`config.mk`:
```
export PLATFORM = sky130hd
export DESIGN_NAME = ts_frame_tx
export DESIGN_NICKNAME = d
export VERILOG_FILES = /design/src/rtl/ts_frame_pkg.sv /design/src/rtl/ts_frame_cksum.sv /design/src/rtl/ts_frame_tx.sv
export SDC_FILE = /design/constraint.sdc
export NUM_CORES = 1
export LEC_CHECK = 0
export CAP_MARGIN = 10
export CORE_MARGIN = 2
export CORE_UTILIZATION = 30
export DETAILED_ROUTE_END_ITERATION = 10
export GPL_TIMING_DRIVEN = 0
export SYNTH_ARGS = -nofsm -noshare
export SYNTH_HDL_FRONTEND = slang
export SYNTH_SLANG_ARGS = --single-unit
```
`constraint.sdc`:
```
create_clock -name i_clk -period 2.1 [get_ports i_clk]
set_input_delay 0.42 -clock i_clk [delete_from_list [all_inputs] [get_ports i_clk]]
set_output_delay 0.42 -clock i_clk [all_outputs]
set_load 0.01 [all_outputs]
```
`src/rtl/ts_frame_pkg.sv`:
```
// ts_frame_pkg: FSM encoding and framing constants for ts_frame_tx.
// TS_FRAME_CHK_EN selects the header flags value (checksum framing).
package ts_frame_pkg;

    typedef enum logic [2:0] {
        ST_IDLE     = 3'd0,
        ST_REQ_HEAD = 3'd1,
        ST_GET_HEAD = 3'd2,
        ST_SEND_HDR = 3'd3,
        ST_BODY     = 3'd4,
        ST_DONE     = 3'd5
    } state_e;

    localparam logic [7:0]  TS_SYNC_BYTE = 8'h5A;
    localparam int          HEAD_LEN     = 8;
    localparam int          TS_PKT_LEN   = 188;
    localparam logic [15:0] NOMINAL_LEN  = 16'h052C;

`ifdef TS_FRAME_CHK_EN
    localparam logic [7:0]  HDR_FLAGS    = 8'h01;
`else
    localparam logic [7:0]  HDR_FLAGS    = 8'h00;
`endif

    // Length value the head should carry for a given body byte count.
    function automatic logic [15:0] frame_len(input logic [15:0] body_cnt);
        return 16'(HEAD_LEN) + body_cnt;
    endfunction

endpackage

```
`src/rtl/ts_frame_cksum.sv`:
```
// ts_frame_cksum: byte-wise XOR accumulator with clear and enable.
// Used by ts_frame_tx only when TS_FRAME_CHK_EN is defined.
module ts_frame_cksum (
    input  logic       clk_i,
    input  logic       reset_i,
    input  logic       clr_i,
    input  logic       en_i,
    input  logic [7:0] byte_i,
    output logic [7:0] acc_o
);

    logic [7:0] acc_q, acc_d;

    // Clear wins over accumulate.
    always_comb begin
        acc_d = acc_q;
        if (clr_i) begin
            acc_d = 8'h00;
        end else if (en_i) begin
            acc_d = acc_q ^ byte_i;
        end
    end

    // Accumulator register.
    always_ff @(posedge clk_i) begin
        if (reset_i) begin
            acc_q <= 8'h00;
        end else begin
            acc_q <= acc_d;
        end
    end

    assign acc_o = acc_q;

endmodule

```
`src/rtl/ts_frame_tx.sv`:
```
// ts_frame_tx: collects head/body from the TS mux and emits one framed burst.
// Optional TS_FRAME_CHK_EN appends an XOR checksum byte after the body.
module ts_frame_tx
    import ts_frame_pkg::*;
#(
    parameter int BODY_LEN = 7 * TS_PKT_LEN,
    parameter int TIMEOUT  = 255
) (
    input  logic        i_clk,
    input  logic        i_reset,
    input  logic        i_ready,
    output logic        o_ack,
    input  logic [7:0]  iv_ts,
    input  logic        i_ts_en,
    output logic [7:0]  ov_data,
    output logic        o_data_en,
    output logic        o_sof,
    output logic        o_eof,
    output logic        o_len_err,
    output logic [15:0] ov_frame_cnt
);

    state_e      state_q, state_d;
    logic [7:0]  head_q [HEAD_LEN];
    logic [7:0]  head_d [HEAD_LEN];
    logic [2:0]  hcnt_q, hcnt_d;
    logic [3:0]  hidx_q, hidx_d;
    logic [15:0] bcnt_q, bcnt_d;
    logic [15:0] idle_q, idle_d;
    logic [15:0] seq_q, seq_d;
    logic [15:0] fcnt_q, fcnt_d;
    logic [7:0]  data_q, data_d;
    logic        full_q, full_d;
    logic        den_q, den_d;
    logic        sof_q, sof_d;
    logic        eof_q, eof_d;
    logic        ack_q, ack_d;
    logic        lerr_q, lerr_d;
    logic [7:0]  hdr_byte;
    logic [7:0]  ck_acc;
    logic        ck_clr, ck_en;
    logic        hdr_go, idle_run, tmo;
    logic        last_now, fin, cks_go;

    assign hdr_go   = (state_q == ST_GET_HEAD) && i_ts_en
                    && (hcnt_q == 3'd7);
    assign idle_run = !i_ts_en
                    && ((state_q == ST_GET_HEAD)
                    || ((state_q == ST_BODY) && (bcnt_q == '0)));
    assign tmo      = idle_run && (idle_q == 16'(TIMEOUT - 1));
    // The byte now on ov_data is the final body byte.
    assign last_now = (state_q == ST_BODY)
                    && (full_q || ((bcnt_q != '0) && !i_ts_en));

`ifdef TS_FRAME_CHK_EN
    ts_frame_cksum u_cksum (
        .clk_i   (i_clk),
        .reset_i (i_reset),
        .clr_i   (ck_clr),
        .en_i    (ck_en),
        .byte_i  (data_d),
        .acc_o   (ck_acc)
    );
    assign fin    = (state_q == ST_BODY) && eof_q;
    assign cks_go = last_now && !fin;
    assign o_eof  = eof_q;
`else
    logic unused_ck;
    assign unused_ck = ck_clr ^ ck_en;
    assign ck_acc    = 8'h00;
    assign fin       = last_now;
    assign cks_go    = 1'b0;
    // A short body is only known to have ended once i_ts_en drops.
    assign o_eof     = eof_q | last_now;
`endif

    // Header byte selected by the SEND_HDR index.
    always_comb begin
        hdr_byte = head_q[7];
        unique case (hidx_q)
            4'd1:    hdr_byte = seq_q[15:8];
            4'd2:    hdr_byte = seq_q[7:0];
            4'd3:    hdr_byte = HDR_FLAGS;
            4'd4:    hdr_byte = head_q[2];
            4'd5:    hdr_byte = head_q[3];
            4'd6:    hdr_byte = head_q[4];
            4'd7:    hdr_byte = head_q[5];
            4'd8:    hdr_byte = head_q[6];
            default: hdr_byte = head_q[7];
        endcase
    end

    // State register.
    always_ff @(posedge i_clk) begin
        if (i_reset) begin
            state_q <= ST_IDLE;
        end else begin
            state_q <= state_d;
        end
    end

    // Next-state logic.
    always_comb begin
        state_d = state_q;
        unique case (state_q)
            ST_IDLE:     if (i_ready) state_d = ST_REQ_HEAD;
            ST_REQ_HEAD: state_d = ST_GET_HEAD;
            ST_GET_HEAD: begin
                if (hdr_go)   state_d = ST_SEND_HDR;
                else if (tmo) state_d = ST_IDLE;
            end
            ST_SEND_HDR: if (hidx_q == 4'd9) state_d = ST_BODY;
            ST_BODY: begin
                if (fin)      state_d = ST_DONE;
                else if (tmo) state_d = ST_IDLE;
            end
            ST_DONE:     state_d = ST_IDLE;
            default:     state_d = ST_IDLE;
        endcase
    end

    // Output and datapath next values per state.
    always_comb begin
        head_d = head_q;
        hcnt_d = hcnt_q;
        hidx_d = hidx_q;
        bcnt_d = bcnt_q;
        full_d = full_q;
        seq_d  = seq_q;
        fcnt_d = fcnt_q;
        idle_d = idle_run ? idle_q + 16'd1 : 16'd0;
        data_d = 8'h00;
        den_d  = 1'b0;
        sof_d  = 1'b0;
        eof_d  = 1'b0;
        ack_d  = 1'b0;
        lerr_d = 1'b0;
        ck_clr = 1'b0;
        ck_en  = 1'b0;
        unique case (state_q)
            ST_IDLE: begin
                hcnt_d = 3'd0;
                bcnt_d = 16'd0;
                full_d = 1'b0;
                ack_d  = i_ready;
            end
            ST_REQ_HEAD: begin
            end
            ST_GET_HEAD: begin
                if (i_ts_en) begin
                    head_d[hcnt_q] = iv_ts;
                    hcnt_d = hcnt_q + 3'd1;
                    if (hdr_go) begin
                        data_d = TS_SYNC_BYTE;
                        den_d  = 1'b1;
                        sof_d  = 1'b1;
                        hidx_d = 4'd1;
                        ck_clr = 1'b1;
                    end
                end else if (tmo) begin
                    lerr_d = 1'b1;
                end
            end
            ST_SEND_HDR: begin
                data_d = hdr_byte;
                den_d  = 1'b1;
                ck_en  = (hidx_q >= 4'd4);
                ack_d  = (hidx_q == 4'd7);
                hidx_d = hidx_q + 4'd1;
            end
            ST_BODY: begin
                if (fin) begin
                    lerr_d = frame_len(bcnt_q) != {head_q[0], head_q[1]};
                    seq_d  = seq_q + 16'd1;
                    fcnt_d = fcnt_q + 16'd1;
                end else if (cks_go) begin
                    data_d = ck_acc;
                    den_d  = 1'b1;
                    eof_d  = 1'b1;
                end else if (tmo) begin
                    den_d  = 1'b1;
                    eof_d  = 1'b1;
                    lerr_d = 1'b1;
                end else if (i_ts_en && !full_q) begin
                    data_d = iv_ts;
                    den_d  = 1'b1;
                    ck_en  = 1'b1;
                    bcnt_d = bcnt_q + 16'd1;
                    full_d = (bcnt_q == 16'(BODY_LEN - 1));
                end
            end
            ST_DONE: begin
            end
            default: begin
            end
        endcase
    end

    // Datapath and registered outputs.
    always_ff @(posedge i_clk) begin
        if (i_reset) begin
            head_q <= '{default: 8'h00};
            hcnt_q <= 3'd0;
            hidx_q <= 4'd0;
            bcnt_q <= 16'd0;
            idle_q <= 16'd0;
            full_q <= 1'b0;
            seq_q  <= 16'd0;
            fcnt_q <= 16'd0;
            data_q <= 8'h00;
            den_q  <= 1'b0;
            sof_q  <= 1'b0;
            eof_q  <= 1'b0;
            ack_q  <= 1'b0;
            lerr_q <= 1'b0;
        end else begin
            head_q <= head_d;
            hcnt_q <= hcnt_d;
            hidx_q <= hidx_d;
            bcnt_q <= bcnt_d;
            idle_q <= idle_d;
            full_q <= full_d;
            seq_q  <= seq_d;
            fcnt_q <= fcnt_d;
            data_q <= data_d;
            den_q  <= den_d;
            sof_q  <= sof_d;
            eof_q  <= eof_d;
            ack_q  <= ack_d;
            lerr_q <= lerr_d;
        end
    end

    assign ov_data      = data_q;
    assign o_data_en    = den_q;
    assign o_sof        = sof_q;
    assign o_ack        = ack_q;
    assign o_len_err    = lerr_q;
    assign ov_frame_cnt = fcnt_q;

endmodule

```
==> summary.txt <==
Pwr
  • Psw: 1652 uW
  • Lkg Pwr: 0.003231 uW
  • Switching Share: 25.04%
  • Clock share of power: 50.0%
  • Register share of total power: 44.2%
  • VDD IR max: 438.5 uV
  • Pwr Density: 725.3 nW/um2
  • Int Power: 4945 uW
  • Comb power frac: 5.8%

STA
  • Hold Fails Final Rpt: 0
  • Clock skew: 0.007738 ns
  • Slew Limit Fails: 0
  • Fin crit share: 111.0%
  • Slew HR: 52.83%
  • Final worst setup slack: -0.2300 ns
  • Final setup TNS: -0.3794 ns
  • Slew @ Worst Pin: 0.7075 ns
  • RSZ-0062 raised after global routing: yes
  • Min Clock Period, post-route: 2.330 ns
  • Fmax: 429.2 MHz
  • # setup viols final: 3

Cells and area
  • P&R area growth vs syn: 24.17%
  • Nets: 933
  • Fillers: 2,442
  • Share of layout cells above drive strength 1: 13.79%
  • ANT cells: 0
  • Non-Filler Instances: 1,245
  • Post-route cell area: 9095 um2
  • Utilization after layout: 37.62%

Floorplanning
  • Core Area: 24,180 um2
  • Row count: 57
  • Die W: 160.3 um
  • I/O pin total: 41
  • Die Height: 160.3 um
  • Starting Density: 30.30%
  • Die area: 25,680 um2

GRT
  • Vias in the first global route: 5,715
  • First-pass GRT wire length: 31,340 um
  • Gr ovfl total: 0
  • GRT Util Overall: 15.48%
  • Initial antenna violation count: 0
  • Largest net degree at the start of global routing: 17

Worst setup path
  • Cell breakdown of the critical path: buf_6 -> nor4b_4 -> nand4_4 -> a32oi_4 -> buf_6 -> nand2b_4 -> buf_6
  • Critical path launch point type: flip-flop
  • Crit Path Class: flip-flop to output pin
  • CP max stage delay: 0.32 ns
  • Critical path fanouts, max: 7
  • Req. time, crit path: 1.68 ns
  • CP max stage cell: nor4b_4
  • Most frequent CP cell: buf_6
  • Arr. time, crit path: 1.91 ns
  • CP endpoint kind: output pin

Drt
  • Pre-antenna DRT Iters: 5
  • Antenna-violating nets left: 0
  • DR vias/cell: 4.979
  • Number of DRC violations after detailed-routing iteration 0: 437
  • WL per Instance: 15.87 um
  • Vias: 6,199
  • Total wire length: 19,760 um
  • Residual DRC count: 0

Yosys
  • Yosys cell types: 68
  • Top post-synthesis cells by area: dfxtp_1 (42%), mux2i_1 (7.8%), nor2_1 (7.5%), xnor2_1 (4.3%), xor2_1 (4.2%)
  • Yosys top cell area share: 41.54%
  • Synthesized net count: 872
  • Synth warnings: 0
  • Mapped Avg Cell Area: 8.648 um2
  • Asr flop ratio synth: 0%
  • Synth Register Bits: 152
  • Post-synth top cells: dfxtp_1 (152), nor2_1 (146), mux2i_1 (57), nand2_1 (53), a21oi_1 (43)
  • Yosys top cell by area: dfxtp_1
  • Top FF cell, synth: dfxtp_1
  • Count leader, synth: dfxtp_1
  • Seq/Total Area, Yosys: 41.54%
  • Synth Instances: 847
  • Post-synth EDFFs: 0
  • Synthesized cell area: 7325 um2

Place
  • Buffers on Ports: 31
  • Post-Place Cells: 1,202
  • DP HPWL: 13,840 um
  • Placer's final routability congestion estimate: 0.8582
  • Setup WS pre-CTS: -1.049 ns
  • Post-placement cell area: 8040 um2

Hold path
  • Worst Hold Class: primary input to flip-flop

Run status
  • Failing checks: setup timing
  • Status: complete, but fails checks

Clocking
  • Worst-Skew Late Latency: 0.43 ns
  • CTS Hold Bufs: 0
  • Root buffer cell: clkbuf_16
  • Num CTS Buffers: 17
  • Reg clk slew, reported paths: 0.07 ns
  • Clock Path Buffers: 2
  • H-Tree Depth: 4
  • CTS tree: done
  • CTS Sinks: 152

Job
  • Reported max-cap violation count: 0
timing repair:
| action | CTS | global route |
|---|---|---|
| cloned | 0 | 0 |
| setup buffers | 12 | 9 |
| gates resized for setup | 61 | 32 |
| setup endpoints to repair | 55 | 82 |
| pin swaps | 12 | 22 |
placed cells by master, fill, tap and decap left out, types with 28 or more instances in the layout:
cell and instances:
a21oi_1 42, clkbuf_1 28, clkdlybuf4s50_1 30, dfxtp_1 141, mux2i_1 57, nand2_1 53
nand3_1 30, nor2_1 145, xnor2_1 36, xor2_1 35
metrics by stage:
| stage | total power (uW) | hold WS [ns] |
|---|---|---|
| after floorplan | 3218 | 0.4374 |
| after global placement | 3322 | 0.4567 |
| after detailed placement | 3326 | 0.4616 |
| after CTS | 6617 | 0.4704 |
| after global routing | 6804 | 0.4935 |
| final | 6596 | 0.4636 |
registers in the layout (all words and copies together) (netlist names):
register / flops
bcnt_q: 16
eof_q: 1
full_q: 1
hcnt_q: 3
head_q: 64
hidx_q: 4
idle_q: 16
o_ack: 1
o_data_en: 1
o_len_err: 1
o_sof: 1
ov_data: 8
ov_frame_cnt: 16
seq_q: 16
state_q: 3
power groups by stage:
stage / Sequential (uW) / Combinational, uW / Clock [uW]
after detailed placement: 2990 / 337 / 0
after global placement: 2990 / 334 / 0
after global routing: 2920 / 417 / 3470
after CTS: 2920 / 364 / 3340
after floorplan: 2980 / 234 / 0
final: 2920 / 384 / 3300
final cells by class:
class	count	area, um2	share of cell area [%]
Buffer	51	277.8	3.054
Clock buffer	17	425.4	4.677
Clock inverter	15	203.9	2.242
Inverter	18	70.07	0.7704
Multi-Input combinational cell	617	4149	45.62
Sequential cell	152	3074	33.80
Tap cell	324	405.4	4.457
Timing Repair Buffer	51	489.2	5.379
path summary, 6_finish.rpt:
check | endpoint | cells after the start | startpoint | slack (ns)
worst max-delay path | o_eof | 7 | bcnt_q[10]$_SDFFE_PP0P_ | -0.23
worst min-delay path | head_q[52]$_SDFFE_PP0P_ | 3 | iv_ts[4] | 0.46
worst max register to register | state_q[0]$_SDFFE_PP0P_ | 9 | bcnt_q[10]$_SDFFE_PP0P_ | -0.09
worst min register to register | head_q[49]$_SDFFE_PP0P_ | 2 | head_q[49]$_SDFFE_PP0P_ | 0.47
metal layers:
metal / part of all wire [%] / up-vias / routed length (um) / GRT usage (%)
met5: 0 / - / 0 / 0
met4: 2.5 / 0 / 487 / 6.265
met2: 48 / 111 / 9436 / 25.72
met3: 3.4 / 25 / 667 / 2.701
met1: 46 / 2983 / 9171 / 19.94
li1: - / 3080 / - / -
critical path, delay by kind of cell, from the launching register on:
| kind | cells | cell delay (ns) |
|---|---|---|
| simple gates | 3 | 0.54 |
| buf+inv | 3 | 0.39 |
| flops | 1 | 0.31 |
| compound gates | 1 | 0.23 |
cell families after synthesis:
group                    count (synthesis)  share of synthesized area [%]
adder cells (fa/ha/maj)                 13                          2.221
flip-flops                             152                          41.54
XOR/XNOR                                71                          8.490
multiplexers                            62                          8.558
AND/OR/NAND/NOR                        350                          23.66
buffers and inverters                   78                          4.527
AO/OA/AOI/OAI                          121                          11.00
Note: power is estimated with default switching activity, not from simulation.
==> variant 1 (same flow settings) <==
Register the output `ov_frame_cnt` once more, cleared by the reset; this adds one clock of latency there. The other outputs are not delayed to match.
--- a/src/rtl/ts_frame_tx.sv
+++ b/src/rtl/ts_frame_tx.sv
@@ -236,7 +236,13 @@
     assign o_sof        = sof_q;
     assign o_ack        = ack_q;
     assign o_len_err    = lerr_q;
-    assign ov_frame_cnt = fcnt_q;
+    always_ff @(posedge i_clk) begin
+        if (i_reset) begin
+            ov_frame_cnt <= '0;
+        end else begin
+            ov_frame_cnt <= fcnt_q;
+        end
+    end
 
 endmodule
 
Formal check against the unedited RTL: no difference found for any inputs over 10 cycles, from zero or initial values and one cycle with i_reset high; that may be too few to reach the edited logic, so the function may still have changed.
==> variant 1 against the original RTL <==
  * The flow still finishes with violations (setup timing)
  * Power up 3.3%
  * Final cell count up 3.5%
  * Design area up 8.1%
  * Synthesized area up 5.4%
  * Wire length up 4.0%
  * Sequential cell count up 16
  * Worst setup slack better by 0.068 ns
  * Register-to-register slack worse by 0.02 ns
==> variant 1: results (changes against the original RTL) <==
- GR met1 Demand/Resource: 0.1943 (was 0.1994)
- Vias in the first global route: 5,947 (was 5,715)
- Library cells used by synthesis: 71 (was 68)
- Clock-cell share: 0.06073 (was 0.06920)
- Synth top area cells: dfxtp_1 44%, mux2i_1 7.4%, nor2_1 7.3% (was dfxtp_1 42%, mux2i_1 7.8%, nor2_1 7.5%)
- Number of non-clock buffers in the layout: 121 (was 102)
- Max FO, Critical Path: 3 (was 7)
- Port Buf Inserts: 32 (was 31)
- Die area: 0.02705 mm^2 (was 0.02568 mm^2)
- Power per cell area: 693.5 mW/mm^2 (was 725.3 mW/mm^2)
- Count of final setup violators: 14 (was 3)
- Synth cell count leaders: 168 x dfxtp_1, 150 x nor2_1, 60 x nand2_1 (was 152 x dfxtp_1, 146 x nor2_1, 57 x mux2i_1)
- Nets: 970 (was 933)
- WL final: 20,550 um (was 19,760 um)
- Outcome: finished, violations left (unchanged)
- Clk pwr: 3.15 mW (was 3.30 mW)
- Cell internal pwr: 4.974 mW (was 4.945 mW)
- Grt met3 use: 0.03114 (was 0.02701)
- First-pass GRT wire length: 32,080 um (was 31,340 um)
- DRT Pass-1 Iters: 7 (was 5)
- Gate power share: 0.065 (was 0.058)
- Via density: 4.922 (was 4.979)
- Gpl congestion: 0.8302 (was 0.8582)
- Failing checks: setup timing (unchanged)
- Footprint of the multi-input gates: 0.004404 mm^2 (was 0.004149 mm^2)
- Post-synthesis compound-gate area fraction: 0.1097 (was 0.1100)
- Post-place setup slack: -0.5944 ns (was -1.049 ns)
- Post-synthesis mux area share: 0.07533 (was 0.08558)
- Max VDD drop: 0.5634 mV (was 0.4385 mV)
- TNS Setup: -0.7976 ns (was -0.3794 ns)
- GR met2 Demand/Resource: 0.2628 (was 0.2572)
- Final setup margin: -0.1620 ns (was -0.2300 ns)
- WP data arrival: 1.84 ns (was 1.91 ns)
- CP max stage delay: 0.36 ns (was 0.32 ns)
[variant 1: cell count changes after synthesis, moves of 6 or more]
cell      delta
inv_1        -6
dfxtp_1     +16
a21oi_1      -9
nand3_1      +6
nand2_1      +7
xor2_1      +14
nor2b_1     +15
nand4_1      -9
xnor2_1     -12
clkbuf_1     -7
a22oi_1      +6
nor3_1       -7
[variant 1: path summary, 6_finish.rpt]
check / startpoint / to / slack (ns) / cells after the start
max reg2reg: hidx_q[1] / ov_data[4] / -0.11 / 9
max: bcnt_q[3] / o_eof / -0.16 / 6
min: iv_ts[7] / head_q[55] / 0.42 / 3
min reg2reg: head_q[49] / head_q[49] / 0.47 / 2
[variant 1: layer usage]
layer / vias up / wire length [um]
met5: - / 0
met4: 0 / 389
met3: 24 / 702
met2: 107 / 10050
met1: 3044 / 9404
li1: 3164 / -
[variant 1: timing repair]
item / CTS / global route
pin swaps: 15 / 39
buffers inserted: 13 / 25
endpoints found under the setup margin: 99 / 84
resized for setup: 60 / 78
gates cloned: 0 / 1
==> variant 2 (config.mk and constraints unchanged) <==
Without the edit above. The package constant `HEAD_LEN` goes from 8 to 16.
--- a/src/rtl/ts_frame_pkg.sv
+++ b/src/rtl/ts_frame_pkg.sv
@@ -12,7 +12,7 @@
     } state_e;
 
     localparam logic [7:0]  TS_SYNC_BYTE = 8'h5A;
-    localparam int          HEAD_LEN     = 8;
+    localparam int          HEAD_LEN     = 16;
     localparam int          TS_PKT_LEN   = 188;
     localparam logic [15:0] NOMINAL_LEN  = 16'h052C;
 
Formal check against the unedited RTL: same outputs for any inputs over 10 cycles, from zero or initial values and one cycle with i_reset high; that may be too few to reach the edited logic, so the function may still have changed.
==> variant 2 against the original RTL <==
  * The flow still finishes with violations (setup timing)
  * Final cell count shrank 3.0%
  * Maximum frequency grew 0.16%
  * Synthesized area shrank 2.9%
  * Combinational power shrank 18%
  * Sequential cell count is the same
  * Power grew 1.2%
  * Wire length shrank 3.5%
  * Design area shrank 0.55%
  * Worst setup slack gained 0.0037 ns
  * Core utilization grew 1.0 points
  * Hold slack gained 0.019 ns
  * Critical endpoint unchanged
  * Highest routed layer unchanged
==> variant 2: results (changes against the original RTL) <==
- DR WL met2: 8248 um (was 9436 um)
- DP Wirelength: 12,870 um (was 13,840 um)
- Nets: 903 (was 933)
- Failing checks: setup timing (unchanged)
- Grt met3 use: 0.03039 (was 0.02701)
- Clock-cell share: 0.07318 (was 0.06920)
- Hold endpoint: idle_q[0] (was head_q[52])
- Initial DRC count: 351 (was 437)
- Metal3 WL: 919 um (was 667 um)
- Sequential share of the synthesized area: 0.4280 (was 0.4154)
- Crit-path slowest cell: dfxtp_4 (was nor4b_4)
- Outcome: finished, violations left (unchanged)
- R2R depth: 8 (was 9)
- Synth cell count leaders: 159 x nor2_1, 152 x dfxtp_1, 67 x mux2i_1 (was 152 x dfxtp_1, 146 x nor2_1, 57 x mux2i_1)
- Reg2reg start: bcnt_q[4] (was bcnt_q[10])
- Hold Path Origin: idle_q[0] (was iv_ts[4])
- Finished Cell Area: 0.009045 mm^2 (was 0.009095 mm^2)
- Clk_buf instances: 18 (was 17)
- Library cells used by synthesis: 56 (was 68)
- Max VDD drop: 0.4518 mV (was 0.4385 mV)
- Sequential cell count: 152 (unchanged)
- Signal buffers share of area: 0.08590 (was 0.08433)
- Setup bufs post-CTS: 15 (was 12)
- Hold Path Class: reg -> reg (was in -> reg)
- Drt wl/cell: 15.78 um (was 15.87 um)
- Flip-flop and latch area: 0.003059 mm^2 (was 0.003074 mm^2)
- Placed Area: 0.007820 mm^2 (was 0.008040 mm^2)
- Synthesized Nets: 833 (was 872)
- CP max stage delay: 0.35 ns (was 0.32 ns)
- Count of final setup violators: 11 (was 3)
- Layout cells sized above 1: 0.1597 (was 0.1379)
- Multi-input comb cells: 593 (was 617)
- Antenna violations before repair: 1 (was 0)
- GR met1 Demand/Resource: 0.2193 (was 0.1994)
- DRT Pass-1 Iters: 7 (was 5)
- LEAKAGE: 3.345 nW (was 3.231 nW)
- Core area: 0.02340 mm^2 (was 0.02418 mm^2)
- Max FO, Critical Path: 2 (was 7)
- Vias in the first global route: 5,628 (was 5,715)
- Final setup margin: -0.2263 ns (was -0.2300 ns)
- Metal1 wirelength: 9486 um (was 9171 um)
- Filler cells: 2,385 (was 2,442)
- Worst R2R End: o_data_en (was state_q[0])
- Synth top area cells: dfxtp_1 43%, mux2i_1 9.4%, nor2_1 8.4% (was dfxtp_1 42%, mux2i_1 7.8%, nor2_1 7.5%)
- Non-Clock Inverter Count: 10 (was 18)
-- variant 2: cell count changes after synthesis, sizes merged, moves of 9 or more --
| cell | unedited run | this run |
|---|---|---|
| xor2 | 35 | 44 |
| mux2i | 57 | 67 |
| a21oi | 45 | 24 |
| nand4 | 26 | 17 |
| nor2 | 147 | 160 |
| buf | 18 | 9 |
-- variant 2: stage by stage --
stage / util / setup TNS (ns) / hold slack, ns / instances / setup slack [ns]
2_1_floorplan: - / 0 / 0.4412 / 806 / 0.03260
3_3_place_gp: 0.3342 / -43.42 / 0.4637 / 1156 / -0.5318
3_5_place_dp: 0.3342 / -43.97 / 0.4690 / 1156 / -0.5462
4_1_cts: 0.3748 / -1.290 / 0.4719 / 1200 / -0.2325
5_1_grt: 0.3865 / -2.193 / 0.4963 / 1208 / -0.2822
6_report: 0.3865 / -0.6847 / 0.4824 / 1208 / -0.2263
-- variant 2: worst max-delay path by stage --
stage               startpoint          end  slack [ns]  cells past startpoint
global placement       i_ts_en  head_q[110]       -0.53                      7
detailed placement     i_ts_en   bcnt_q[10]       -0.55                      8
global route         bcnt_q[4]        o_eof       -0.28                      7
CTS                  bcnt_q[1]        o_eof       -0.23                      7
finish               bcnt_q[4]        o_eof       -0.23                      7
floorplan            bcnt_q[4]    seq_q[11]        0.03                      9
-- variant 2: logic make-up after synthesis --
logic type      count (synthesis)  share of synthesized area
xor+xnor                       72                    0.08870
mux                            69                    0.09750
flops                         152                     0.4280
buf+inv                        61                    0.03555
simple gates                  339                     0.2291
fa+ha+maj                      15                    0.02640
compound gates                 98                    0.09469
-- variant 2: power by group --
| group | internal, mW | switching (mW) |
|---|---|---|
| clock | 2.15 | 1.29 |
| combinational | 0.0955 | 0.219 |
| sequential | 2.90 | 0.0155 |
| total | 5.14 | 1.53 |
